[src/rtl/pipeline_hazard_ctrl.sv]
// Hazard sequencer for the 5-stage MIPS32 pipeline without forwarding:
// RAW stalls, MEM-stage redirect squash, debug halt/step, perf counters.
module pipeline_hazard_ctrl #(
  parameter int CNT_W     = 16,
  parameter bit WB_BYPASS = 1'b1
) (
  input  logic             clk,
  input  logic             reset,
  input  logic [4:0]       id_rs,
  input  logic [4:0]       id_rt,
  input  logic             id_uses_rs,
  input  logic             id_uses_rt,
  input  logic [4:0]       ex_wreg,
  input  logic             ex_reg_write,
  input  logic [4:0]       mem_wreg,
  input  logic             mem_reg_write,
  input  logic [4:0]       wb_wreg,
  input  logic             wb_reg_write,
  input  logic             mem_branch_taken,
  input  logic             mem_jump,
  input  logic             dbg_halt,
  input  logic             dbg_step,
  output logic             pc_en,
  output logic             ifid_en,
  output logic             idex_en,
  output logic             exmem_en,
  output logic             memwb_en,
  output logic             ifid_flush,
  output logic             idex_flush,
  output logic             exmem_flush,
  output logic [1:0]       state_o,
  output logic [CNT_W-1:0] stall_cnt,
  output logic [CNT_W-1:0] flush_cnt
);

  typedef enum logic [1:0] {
    S_RUN  = 2'd0,
    S_HALT = 2'd1,
    S_STEP = 2'd2
  } state_t;

  localparam logic [CNT_W-1:0] ONE = {{(CNT_W-1){1'b0}}, 1'b1};
  localparam logic [CNT_W-1:0] MAX = {CNT_W{1'b1}};

  state_t           r_state;
  logic [CNT_W-1:0] r_stall;
  logic [CNT_W-1:0] r_flush;

  logic w_hz_rs;
  logic w_hz_rt;
  logic w_raw;
  logic w_redir;
  logic w_active;

  // WB producer only matters when the register file cannot write-then-read
  assign w_hz_rs = (id_rs != 5'd0) &
                   ((ex_reg_write & (ex_wreg == id_rs)) |
                    (mem_reg_write & (mem_wreg == id_rs)) |
                    (!WB_BYPASS & wb_reg_write & (wb_wreg == id_rs)));

  assign w_hz_rt = (id_rt != 5'd0) &
                   ((ex_reg_write & (ex_wreg == id_rt)) |
                    (mem_reg_write & (mem_wreg == id_rt)) |
                    (!WB_BYPASS & wb_reg_write & (wb_wreg == id_rt)));

  assign w_raw    = (id_uses_rs & w_hz_rs) | (id_uses_rt & w_hz_rt);
  assign w_redir  = mem_branch_taken | mem_jump;
  assign w_active = (r_state != S_HALT);

  always_comb begin
    pc_en       = 1'b1;
    ifid_en     = 1'b1;
    idex_en     = 1'b1;
    exmem_en    = 1'b1;
    memwb_en    = 1'b1;
    ifid_flush  = 1'b0;
    idex_flush  = 1'b0;
    exmem_flush = 1'b0;
    if (reset) begin
      ifid_flush  = 1'b1;
      idex_flush  = 1'b1;
      exmem_flush = 1'b1;
    end else if (!w_active) begin
      pc_en    = 1'b0;
      ifid_en  = 1'b0;
      idex_en  = 1'b0;
      exmem_en = 1'b0;
      memwb_en = 1'b0;
    end else if (w_redir) begin
      ifid_flush  = 1'b1;
      idex_flush  = 1'b1;
      exmem_flush = 1'b1;
    end else if (w_raw) begin
      pc_en      = 1'b0;
      ifid_en    = 1'b0;
      idex_flush = 1'b1;
    end
  end

  always_ff @(posedge clk) begin
    if (reset) begin
      r_state <= S_RUN;
    end else begin
      case (r_state)
        S_RUN:   r_state <= dbg_halt ? S_HALT : S_RUN;
        S_HALT: begin
          if (dbg_step)       r_state <= S_STEP;
          else if (!dbg_halt) r_state <= S_RUN;
          else                r_state <= S_HALT;
        end
        S_STEP:  r_state <= dbg_halt ? S_HALT : S_RUN;
        default: r_state <= S_RUN;
      endcase
    end
  end

  always_ff @(posedge clk) begin
    if (reset) begin
      r_stall <= '0;
      r_flush <= '0;
    end else if (w_active) begin
      if (w_redir) begin
        if (r_flush != MAX) r_flush <= r_flush + ONE;
      end else if (w_raw) begin
        if (r_stall != MAX) r_stall <= r_stall + ONE;
      end
    end
  end

  assign state_o   = r_state;
  assign stall_cnt = r_stall;
  assign flush_cnt = r_flush;

endmodule
[config.mk]
export PLATFORM = sky130hd
export DESIGN_NAME = pipeline_hazard_ctrl
export DESIGN_NICKNAME = d
export VERILOG_FILES = /design/src/rtl/pipeline_hazard_ctrl.sv
export SDC_FILE = /design/constraint.sdc
export NUM_CORES = 1
export LEC_CHECK = 0
export ABC_CLOCK_PERIOD_IN_PS = 4100
export CAP_MARGIN = 10
export CORE_MARGIN = 2
export CORE_UTILIZATION = 45
export CTS_BUF_LIST = sky130_fd_sc_hd__clkbuf_8
export DETAILED_ROUTE_END_ITERATION = 8
export PLACE_DENSITY_LB_ADDON = 0.1
export SKIP_CTS_REPAIR_TIMING = 1
export SYNTH_ARGS = -nofsm -noshare
export SYNTH_HDL_FRONTEND = slang
export SYNTH_SLANG_ARGS = --single-unit
[constraint.sdc]
create_clock -name clk -period 4.1 [get_ports clk]
set_input_delay 1.23 -clock clk [delete_from_list [all_inputs] [get_ports clk]]
set_output_delay 1.23 -clock clk [all_outputs]
set_load 0.01 [all_outputs]
==> out/qor.txt <==
status -> finished, final reports clean
Post-Route WL -> 4760 um
area delta synth->final -> 50.5%
Setup CP Type -> in2out
crit start category -> input pin
Chip Width -> 69.4 um
Max Buffers Root-to-Sink -> 2
drt pass-1 iters -> 4
CTS sink cnt -> 34
reg2reg path depth -> 8
Yosys reg bits -> 34
Post-Syn Nets -> 263
clk_skew -> 0.00876 ns
Tmin final -> 3.94 ns
critical path capture point type -> primary output
hold path cells -> 2
routed len/inst -> 13.3 um
RSZ-0062 raised after global routing -> no
RR Startpoint -> stall_cnt[0]$_SDFFE_PP0P_
detailed-placement wirelength estimate -> 3670 um
Synth Warn # -> 0
DP Worst Slack -> -0.570 ns
first-pass GRT wire length -> 8160 um
IO buf count -> 71
fillers -> 335
Levels on crit path -> 5
Sw Ratio -> 25.1%
reg-to-reg endpoint -> stall_cnt[13]$_SDFFE_PP0P_
critical path's slowest cell -> clkdlybuf4s50_1
CP most frequent cell -> clkdlybuf4s50_1
CP Buf/Inv Count -> 3
Worst Path Arrival -> 2.71 ns
DR vias/cell -> 5.09
Remaining DRCs -> 0
pwr dens -> 245 nW/um2
r2r setup slk -> 1.71 ns
Final Hold Viols -> 0
Starting Density -> 47.4%
Die Ht -> 69.4 um
row cnt -> 23
sw power -> 178 uW
DR vias -> 1817
Fmax -> 254 MHz
worst-skew pair later-pin latency -> 0.29 ns
Tot GR Track Use -> 20.8%
CTS Buf Count -> 5
Final Max Tran Viols -> 0
share of cells above drive strength 1 -> 13.0%
post-route ant nets -> 0
mapped cell area -> 1920 um2
CTS clk-pin slew, worst paths -> 0.07 ns
P_int -> 531 uW
Final nets -> 344
Comb pwr share -> 15.9%
initial DRC count -> 114
H-tree depth reported by CTS -> 2
VDD IR max -> 0.233 mV
TritonCTS clock tree -> built
GP Congestion -> 0.809
grt total ovfl -> 0
Hold WC Path Type -> reg2reg
Hold EP -> flush_cnt[13]$_SDFFE_PP0P_
Final period util -> 96.1%
crit-path max FO -> 3
Synth Instances -> 225
unique cell type count in the Yosys netlist -> 40
vias in the first global route -> 1778
initial antenna violation count -> 0
clock share of power -> 36.2%
relative slew slack -> 56.6%
Placeable Area -> 4060 um2
worst hold path startpoint -> flush_cnt[13]$_SDFFE_PP0P_
# IOs -> 78
crit-path max cell delay -> 0.47 ns
Ant. Diodes -> 0
worst-margin pin slew -> 0.645 ns
final core occ -> 71.3%
Final WS setup -> 0.159 ns
Seq pwr share -> 47.8%
syn_area_per_cell -> 8.55 um2
Final setup viols -> 0
Leakage -> 0.00120 uW
Seq/Total Area, Yosys -> 35.4%
CTS root buf -> clkbuf_8
CP delay by family, top -> buffers and inverters
Max-Cap Viols -> 0
die area -> 4810 um2
largest net degree at the start of global routing -> 31
crit path cell chain -> clkdlybuf4s50_1 > o21ai_0 > nand2b_1 > buf_4 > clkdlybuf4s50_1
CP Data Required Time -> 2.87 ns
[how the worst max path moves through the flow]
stage	start	endpoint	slack [ns]
global placement	id_rs[1]	idex_flush	-0.53
finish	mem_jump	exmem_flush	0.16
CTS	id_rs[1]	pc_en	-0.57
detailed placement	id_rs[1]	pc_en	-0.57
global route	id_rs[2]	idex_flush	0.03
floorplan	id_rt[1]	pc_en	0.16
[cell type report]
type	instances	area, um2	share of cell area, %
clock buffers	6	82.6	2.85
clock inverters	2	12.5	0.432
inverters	3	11.3	0.389
multi-input cells	178	1200	41.5
flip-flops and latches	34	681	23.5
well taps	50	62.6	2.16
repair buffers	84	843	29.1
[registers in the layout, summed over array words and instances, names as in the netlist]
register,cells
flush_cnt,16
stall_cnt,16
state_o,2
[worst reg2reg max path, stage by stage (launching register included)]
cell and delay [ns]:
dfxtp_1 0.35, ha_1 0.21, and3_1 0.20, and3_1 0.20, nand4_1 0.10, nand3_1 0.41
nor2_4 0.38, nand4_1 0.14, mux2_2 0.28
[synth_stat cells (all sizes together)]
cell    instances  share of area, %
a21o            1              0.39
a21oi           6               1.6
a31o            1              0.46
a32oi           2              0.91
and2            3              0.98
and3            4               1.3
and3b           1              0.46
and4            2              0.91
buf             6               2.4
clkbuf          4              0.78
dfxtp          34                35
ha              2               1.3
inv             3              0.59
mux2            3               1.8
mux2i           1              0.52
nand2          11               2.1
nand2b          4               1.3
nand3          13               3.4
nand4           8               2.6
nor2           34               7.0
nor2b           5               1.6
nor3            7               2.1
nor3b           3               1.2
nor4            6               3.1
nor4b           2               1.2
o21ai           8               2.1
o21bai          2              0.78
o22a            1              0.52
o31ai           1              0.39
or3             3              0.98
or4             2              0.78
xnor2          16               7.3
xor2           26                12
[cells by family after synthesis]
family / synth area share [%]
xor+xnor: 19.1
fa+ha+maj: 1.30
mux: 2.28
simple gates: 31.0
flops: 35.4
compound gates: 7.09
buf+inv: 3.77
[routing by layer]
layer  routed length [um]  track usage [%]  up-vias
met5                    0                0        -
li1                     -                -      937
met1                 2020             24.5      830
met3                  234             4.80        8
met4                   83             8.93        0
met2                 2420             35.8       42
[through the flow]
stage	hold WS, ns	cells	total power, uW	area, um2	setup TNS [ns]
final	0.499	357	708	2890	0
after global routing	0.549	357	741	2890	0
after CTS	0.509	357	716	2830	-1.71
after detailed placement	0.495	349	460	2730	-1.70
after global placement	0.479	349	459	2730	-1.59
after floorplan	0.511	225	394	1920	0
[cell usage in the layout, fill, tap and decap left out, types with 2 or more instances in the layout]
cell	count
nor3_2	2
inv_1	3
buf_2	2
and3_1	4
nand4_1	8
nor3_1	5
xnor2_1	16
dlymetal6s2s_1	20
a32oi_1	2
o21ai_0	6
clkdlybuf4s50_1	48
ha_1	2
xor2_1	26
nand2_1	11
nand2b_1	4
and2_1	3
clkbuf_8	6
o21bai_1	2
nor2_1	33
or3_1	3
and4_1	2
nor4_2	4
nor3b_1	3
nor2b_1	5
nand3_1	13
a21oi_1	6
buf_4	13
mux2_2	3
dfxtp_1	34
[power groups by stage]
stage | Clock [uW] | Sequential [uW] | Combinational [uW]
floorplan | 0 | 348 | 46.1
global placement | 0 | 346 | 112
detailed placement | 0 | 346 | 113
CTS | 263 | 339 | 114
global route | 279 | 339 | 123
finish | 257 | 339 | 113
Note: power is estimated with default switching activity, not from simulation.
